==> src/rtl/seg7_scan_decoder.sv <==
// Purpose : reads back a multiplexed 7-segment display bus. It synchronizes and
//           debounces the segment/digit-select lines, decodes each digit to BCD,
//           and assembles hundreds/tens/units into a binary value.
// Ports   : clk, rst (sync, active-high); seg_in[7:0] (a..g, DP ignored);
//           dig_sel_n[2:0] (active-low digit selects); bcd_out, value_out,
//           valid (frame pulse), digit_err, overflow, sel_err (pulse).
module seg7_scan_decoder #(
  parameter int STABLE_CYCLES  = 16,   // legal range 2..255
  parameter bit SEG_ACTIVE_LOW = 1'b1
) (
  input  logic        clk,
  input  logic        rst,
  input  logic [7:0]  seg_in,
  input  logic [2:0]  dig_sel_n,
  output logic [11:0] bcd_out,
  output logic [9:0]  value_out,
  output logic        valid,
  output logic        digit_err,
  output logic        overflow,
  output logic        sel_err
);

  localparam logic [7:0] CNT_MAX = 8'(STABLE_CYCLES);

  // Slot indices inside the frame.
  localparam logic [1:0] SLOT_U = 2'd0;
  localparam logic [1:0] SLOT_T = 2'd1;
  localparam logic [1:0] SLOT_H = 2'd2;

  typedef enum logic {
    S_WAIT = 1'b0,
    S_HOLD = 1'b1
  } state_t;

  // ---------------------------------------------------------------------------
  // Segment pattern decode: gfedcba (active-high) -> {ok, nibble}.
  // Undecodable patterns return ok=0 with a zero nibble.
  // ---------------------------------------------------------------------------
  function automatic logic [4:0] seg_decode(input logic [6:0] pat);
    logic [4:0] r;
    case (pat)
      7'h3F:   r = {1'b1, 4'd0};
      7'h06:   r = {1'b1, 4'd1};
      7'h5B:   r = {1'b1, 4'd2};
      7'h4F:   r = {1'b1, 4'd3};
      7'h66:   r = {1'b1, 4'd4};
      7'h6D:   r = {1'b1, 4'd5};
      7'h7D:   r = {1'b1, 4'd6};
      7'h07:   r = {1'b1, 4'd7};
      7'h7F:   r = {1'b1, 4'd8};
      7'h6F:   r = {1'b1, 4'd9};
      default: r = {1'b0, 4'd0};
    endcase
    return r;
  endfunction

  // ---------------------------------------------------------------------------
  // Input stage. Both segments and selects are normalized to active-high
  // *before* the synchronizer, so the all-zero reset state of the flops reads
  // as "blank select, no segments lit" rather than as an illegal select.
  // ---------------------------------------------------------------------------
  logic [6:0] seg_norm;
  logic [2:0] sel_act;
  logic       unused_dp;

  assign seg_norm  = SEG_ACTIVE_LOW ? ~seg_in[6:0] : seg_in[6:0];
  assign sel_act   = ~dig_sel_n;
  assign unused_dp = seg_in[7];

  // Sample layout: {sel[2:0], seg[6:0]}
  logic [9:0] sync1_q;
  logic [9:0] sync2_q;

  always_ff @(posedge clk) begin
    if (rst) begin
      sync1_q <= '0;
      sync2_q <= '0;
    end else begin
      sync1_q <= {sel_act, seg_norm};
      sync2_q <= sync1_q;
    end
  end

  // ---------------------------------------------------------------------------
  // Stability filter. sync1_q is the synced sample that becomes current on
  // the next edge; comparing it with sync2_q lets cnt_q count consecutive
  // identical synced samples (the first one counts as 1).
  // ---------------------------------------------------------------------------
  logic       sample_match;
  logic [7:0] cnt_q;
  logic [7:0] cnt_next;

  assign sample_match = (sync1_q == sync2_q);

  always_comb begin
    cnt_next = 8'd1;
    if (sample_match) begin
      if (cnt_q >= CNT_MAX) begin
        cnt_next = CNT_MAX;
      end else begin
        cnt_next = cnt_q + 8'd1;
      end
    end
  end

  always_ff @(posedge clk) begin
    if (rst) begin
      cnt_q <= '0;
    end else begin
      cnt_q <= cnt_next;
    end
  end

  // ---------------------------------------------------------------------------
  // Capture FSM: state register / next-state / outputs.
  // ---------------------------------------------------------------------------
  state_t state_q;
  state_t state_d;
  logic   capture;

  always_ff @(posedge clk) begin
    if (rst) begin
      state_q <= S_WAIT;
    end else begin
      state_q <= state_d;
    end
  end

  always_comb begin
    state_d = state_q;
    case (state_q)
      S_WAIT: if (cnt_next == CNT_MAX) state_d = S_HOLD;
      S_HOLD: if (!sample_match)        state_d = S_WAIT;
      default:                          state_d = S_WAIT;
    endcase
  end

  // One capture per stable period; the saturating counter cannot re-hit
  // CNT_MAX in WAIT without a mismatch first resetting it.
  always_comb begin
    capture = 1'b0;
    if (state_q == S_WAIT && cnt_next == CNT_MAX) begin
      capture = 1'b1;
    end
  end

  // ---------------------------------------------------------------------------
  // Capture action: classify the select and decode the pattern being captured.
  // ---------------------------------------------------------------------------
  logic [2:0] cap_sel;
  logic [6:0] cap_seg;
  logic [4:0] cap_dec;
  logic [1:0] slot_idx;
  logic       slot_hit;
  logic       sel_illegal;

  assign cap_sel = sync1_q[9:7];
  assign cap_seg = sync1_q[6:0];
  assign cap_dec = seg_decode(cap_seg);

  always_comb begin
    slot_idx    = SLOT_U;
    slot_hit    = 1'b0;
    sel_illegal = 1'b0;
    case (cap_sel)
      3'b000: ;                                    // blank phase
      3'b001: begin slot_idx = SLOT_U; slot_hit = 1'b1; end
      3'b010: begin slot_idx = SLOT_T; slot_hit = 1'b1; end
      3'b100: begin slot_idx = SLOT_H; slot_hit = 1'b1; end
      default: sel_illegal = 1'b1;                 // two or more selects low
    endcase
  end

  // ---------------------------------------------------------------------------
  // Frame assembly. A digit seen twice in one frame is simply overwritten.
  // ---------------------------------------------------------------------------
  logic [2:0][3:0] dig_q;
  logic [2:0]      seen_q;
  logic [2:0]      err_q;
  logic            frame_done;

  assign frame_done = &seen_q;

  always_ff @(posedge clk) begin
    if (rst) begin
      dig_q  <= '0;
      seen_q <= '0;
      err_q  <= '0;
    end else begin
      if (frame_done) begin
        seen_q <= '0;
        err_q  <= '0;
      end
      // Captures are at least STABLE_CYCLES apart, so this never collides
      // with frame_done in practice; if it did, the new digit survives.
      if (capture && slot_hit) begin
        dig_q[slot_idx]  <= cap_dec[3:0];
        seen_q[slot_idx] <= 1'b1;
        err_q[slot_idx]  <= ~cap_dec[4];
      end
    end
  end

  // h*100 + t*10 + u; the 10-bit result covers 0..999 exactly.
  logic [9:0] frame_value;

  assign frame_value = ({6'd0, dig_q[SLOT_H]} * 10'd100)
                     + ({6'd0, dig_q[SLOT_T]} * 10'd10)
                     +  {6'd0, dig_q[SLOT_U]};

  // ---------------------------------------------------------------------------
  // Output registers. Data outputs hold between frames; valid and sel_err
  // are single-cycle pulses.
  // ---------------------------------------------------------------------------
  always_ff @(posedge clk) begin
    if (rst) begin
      bcd_out   <= '0;
      value_out <= '0;
      valid     <= 1'b0;
      digit_err <= 1'b0;
      overflow  <= 1'b0;
      sel_err   <= 1'b0;
    end else begin
      valid   <= frame_done;
      sel_err <= capture & sel_illegal;
      if (frame_done) begin
        bcd_out   <= {dig_q[SLOT_H], dig_q[SLOT_T], dig_q[SLOT_U]};
        value_out <= frame_value;
        digit_err <= |err_q;
        overflow  <= (frame_value > 10'd255);
      end
    end
  end

endmodule

==> config.mk <==
export PLATFORM = sky130hd
export DESIGN_NAME = seg7_scan_decoder
export DESIGN_NICKNAME = d
export VERILOG_FILES = /design/src/rtl/seg7_scan_decoder.sv
export SDC_FILE = /design/constraint.sdc
export NUM_CORES = 1
export LEC_CHECK = 0
export BUFFER_PORTS_ARGS = -buffer_cell sky130_fd_sc_hd__buf_2
export CAP_MARGIN = 20
export CORE_MARGIN = 2
export CORE_UTILIZATION = 52
export DETAILED_ROUTE_END_ITERATION = 8
export HOLD_SLACK_MARGIN = 0.12
export PLACE_DENSITY_LB_ADDON = 0.15
export SLEW_MARGIN = 5
export SYNTH_ARGS = -nofsm -noshare
export SYNTH_HDL_FRONTEND = slang
export SYNTH_SLANG_ARGS = --single-unit
==> constraint.sdc <==
create_clock -name clk -period 2.8 [get_ports clk]
set_input_delay 0.14 -clock clk [delete_from_list [all_inputs] [get_ports clk]]
set_output_delay 0.14 -clock clk [all_outputs]
set_load 0.1 [all_outputs]
==> metrics <==
status completed; Seq/Total Area, Yosys 0.4192; Skew-Pair Late Insertion Delay 0.35 ns; worst-margin pin slew 0.8687 ns; Pint 1.616 mW; worst setup margin 0.03060 ns; core area 0.006386 sq mm; register area 0.001449 sq mm; Mapped Avg Cell Area 9.268 sq um; RSZ-0062 raised after global routing yes; LEAKAGE 1.864 nW; mapped cell area 0.003438 sq mm; # H-tree levels 3; first-pass GRT wire length 11,590 um; Initial Util 0.5384; DR pass1 iterations 4; CP Launch Type flip-flop; Multi-input gate area 0.001978 sq mm; Slew HR 0.4208; synth warn 0; largest net degree at the start of global routing 45; number of flops mapped to enable cells by yosys 0; Setup crit start dig_q[7]$_SDFFE_PP0P_; final setup fails 0; Port Buffer Count 37; Detailed Route Iter0 Violations 59; CTS tree yes; top cell type's share of synthesized area 0.4192; final-report hold violation count 0; top cells by area, synth dfxtp_1 42%, ha_1 9.1%, nand2_1 5.0%, a21oi_1 4.8%, fa_1 2.9%; HPWL after DPL 4610 um; Die Y 85.32 um; combinational power share 0.047; Synth area leader dfxtp_1; GRT overflow 0; post-synthesis cell count 371; top_reg_cell synth dfxtp_1; Total GRT Usage 0.2002; Critical Path RT 3.07 ns; Max Clk Rate 361.1 MHz; pins over their slew limit 0; final net count 470; Via density 5.332; register bit total from synthesis 72; placed cells 481; crit path max fanout 3; FFs w/ async S/R, synth 0; FP Rows 29; Final Cycle Share 0.9891; Flop pwr share 0.506; final hold slack 0.3392 ns; Clock Tree Buf Depth 2; Placer Congestion 0.8248; CTS Buf Count 9; sw power 0.4796 mW; Area growth syn-to-layout 22.20%; wire per inst 13.33 um; DRC 0; reg2reg start dig_q[7]$_SDFFE_PP0P_; Setup crit end kind flip-flop; Layout Cells excl Fill 509; Sw Ratio 0.2288; antenna violations before repair 0; Power Density 498.9 mW/mm^2; hold path start rst; final setup skew 0.007804 ns; TritonCTS sink count 72; clock power share 0.446; VDD IR-drop max 0.5776 mV; final wirelength 6786 um; I/O pin count 39; min Tclk post-route 2.769 ns; share of layout cells above drive strength 1 0.2176; vias in the first global route 2,564; antenna diode count 0; CTS Root Cell clkbuf_8; worst hold-check path type in2reg; die width 85.32 um; Reg clk slew, reported paths 0.08 ns; critical setup path kind reg2reg; max_cap viols 0; die area 0.007279 sq mm; worst path arrival time 3.04 ns; ANT nets after route 0; Post-Route Utilization 0.6579; FILL cells 525; Yosys cell types 48; Vias 2,714; Setup Slack @ Placement -0.1353 ns
## cell usage after synthesis (2+ instances only)
cell,n
dfxtp_1,72
nand2_1,46
a21oi_1,33
ha_1,25
nor2_1,24
inv_1,13
nand3_1,13
o21ai_0,12
and3_1,11
clkbuf_1,11
nor2b_1,11
mux2i_1,10
xnor2_1,10
nand2b_1,9
xor2_1,8
a211oi_1,6
nor3b_1,6
fa_1,5
a21o_1,4
buf_2,3
nand4_1,3
nor3_1,3
a31oi_1,2
buf_1,2
buf_6,2
nor4_4,2
o211ai_1,2
o31ai_1,2
xor2_2,2
## stage by stage
step	instance area (sq um)	total power, mW	setup TNS (ns)
floorplan	3456	1.156	-0.01717
CTS	4165	2.120	0
global placement	3741	1.173	-0.08677
global route	4202	2.183	-0.2030
detailed placement	3741	1.175	-0.3685
finish	4202	2.096	0
## repair_timing
| item | CTS | global route |
|---|---|---|
| hold endpoints to repair | 10 | 0 |
| resized for setup | 12 | 11 |
| pin swaps | 9 | 13 |
| setup buffers | 1 | 1 |
| hold buffers | 10 | 0 |
| endpoints found under the setup margin | 4 | 4 |
## critical path, cell delays in order, from the launching register on
cell and delay (ns):
dfxtp_2 0.34, ha_4 0.24, ha_4 0.16, fa_2 0.33, xor2_1 0.17, ha_1 0.32, ha_4 0.26, and3_4 0.18
a22oi_2 0.20, a21oi_2 0.11, xnor2_2 0.16, a211oi_1 0.20
## sequential cells by signal, summed over array words and instances, names as in the netlist
| name | cells |
|---|---|
| sync2_q | 10 |
| seen_q | 3 |
| valid | 1 |
| overflow | 1 |
| digit_err | 1 |
| err_q | 3 |
| dig_q | 12 |
| sync1_q | 10 |
| sel_err | 1 |
| cnt_q | 8 |
| state_q | 1 |
| bcd_out | 12 |
| value_out | 9 |
## cell type report
type | count | share of cell area
flip-flops and latches | 72 | 0.3448
multi-input cells | 269 | 0.4708
clock inverters | 6 | 0.02144
well taps | 77 | 0.02293
clock buffers | 10 | 0.03276
repair buffers | 62 | 0.09559
inverters | 13 | 0.01161
## kinds of logic after synthesis
kind of cell | share of synthesized area
adders and majority gates | 0.1230
DFF | 0.4192
AOI/OAI and AO/OA | 0.1190
and+or+nand+nor | 0.2118
other | 0.001091
muxes | 0.02911
buffers and inverters | 0.04149
xor gates and xnor gates | 0.05531
## final timing paths
| path | end | slack (ns) | depth (start not counted) |
|---|---|---|---|
| worst min-delay path | sync1_q[6]$_SDFF_PP0_ | 0.34 | 2 |
| worst max register to register | value_out[9]$_SDFFE_PP0P_ | 0.03 | 11 |
| worst min register to register | value_out[6]$_SDFFE_PP0P_ | 0.45 | 2 |
| worst max-delay path | value_out[9]$_SDFFE_PP0P_ | 0.03 | 11 |
## power groups by stage
stage	Sequential (mW)	Clock (mW)	Combinational [mW]
final	1.06	0.935	0.0991
after detailed placement	1.09	0	0.0885
after CTS	1.06	0.958	0.0995
after global placement	1.09	0	0.0868
after global routing	1.06	1.01	0.110
after floorplan	1.08	0	0.0802
## per-layer routing
layer  global-route usage  routed length [um]  vias up
met5                    0                   0        -
met3              0.06518                 259       10
met2               0.3274                3233       54
met4              0.06782                 103        0
met1               0.2489                3189     1262
li1                     -                   -     1388
## cell usage in the layout, fill, tap and decap left out, types with 11 or more instances in the layout
cell type  synthesis  layout
a21oi_1           33      32
buf_2              3      37
buf_4              1      14
dfxtp_1           72      68
ha_1              25      19
inv_1             13      13
nand2_1           46      46
nand3_1           13      13
nor2_1            24      23
nor2b_1           11      11
Power figures use the tool's default switching activity.
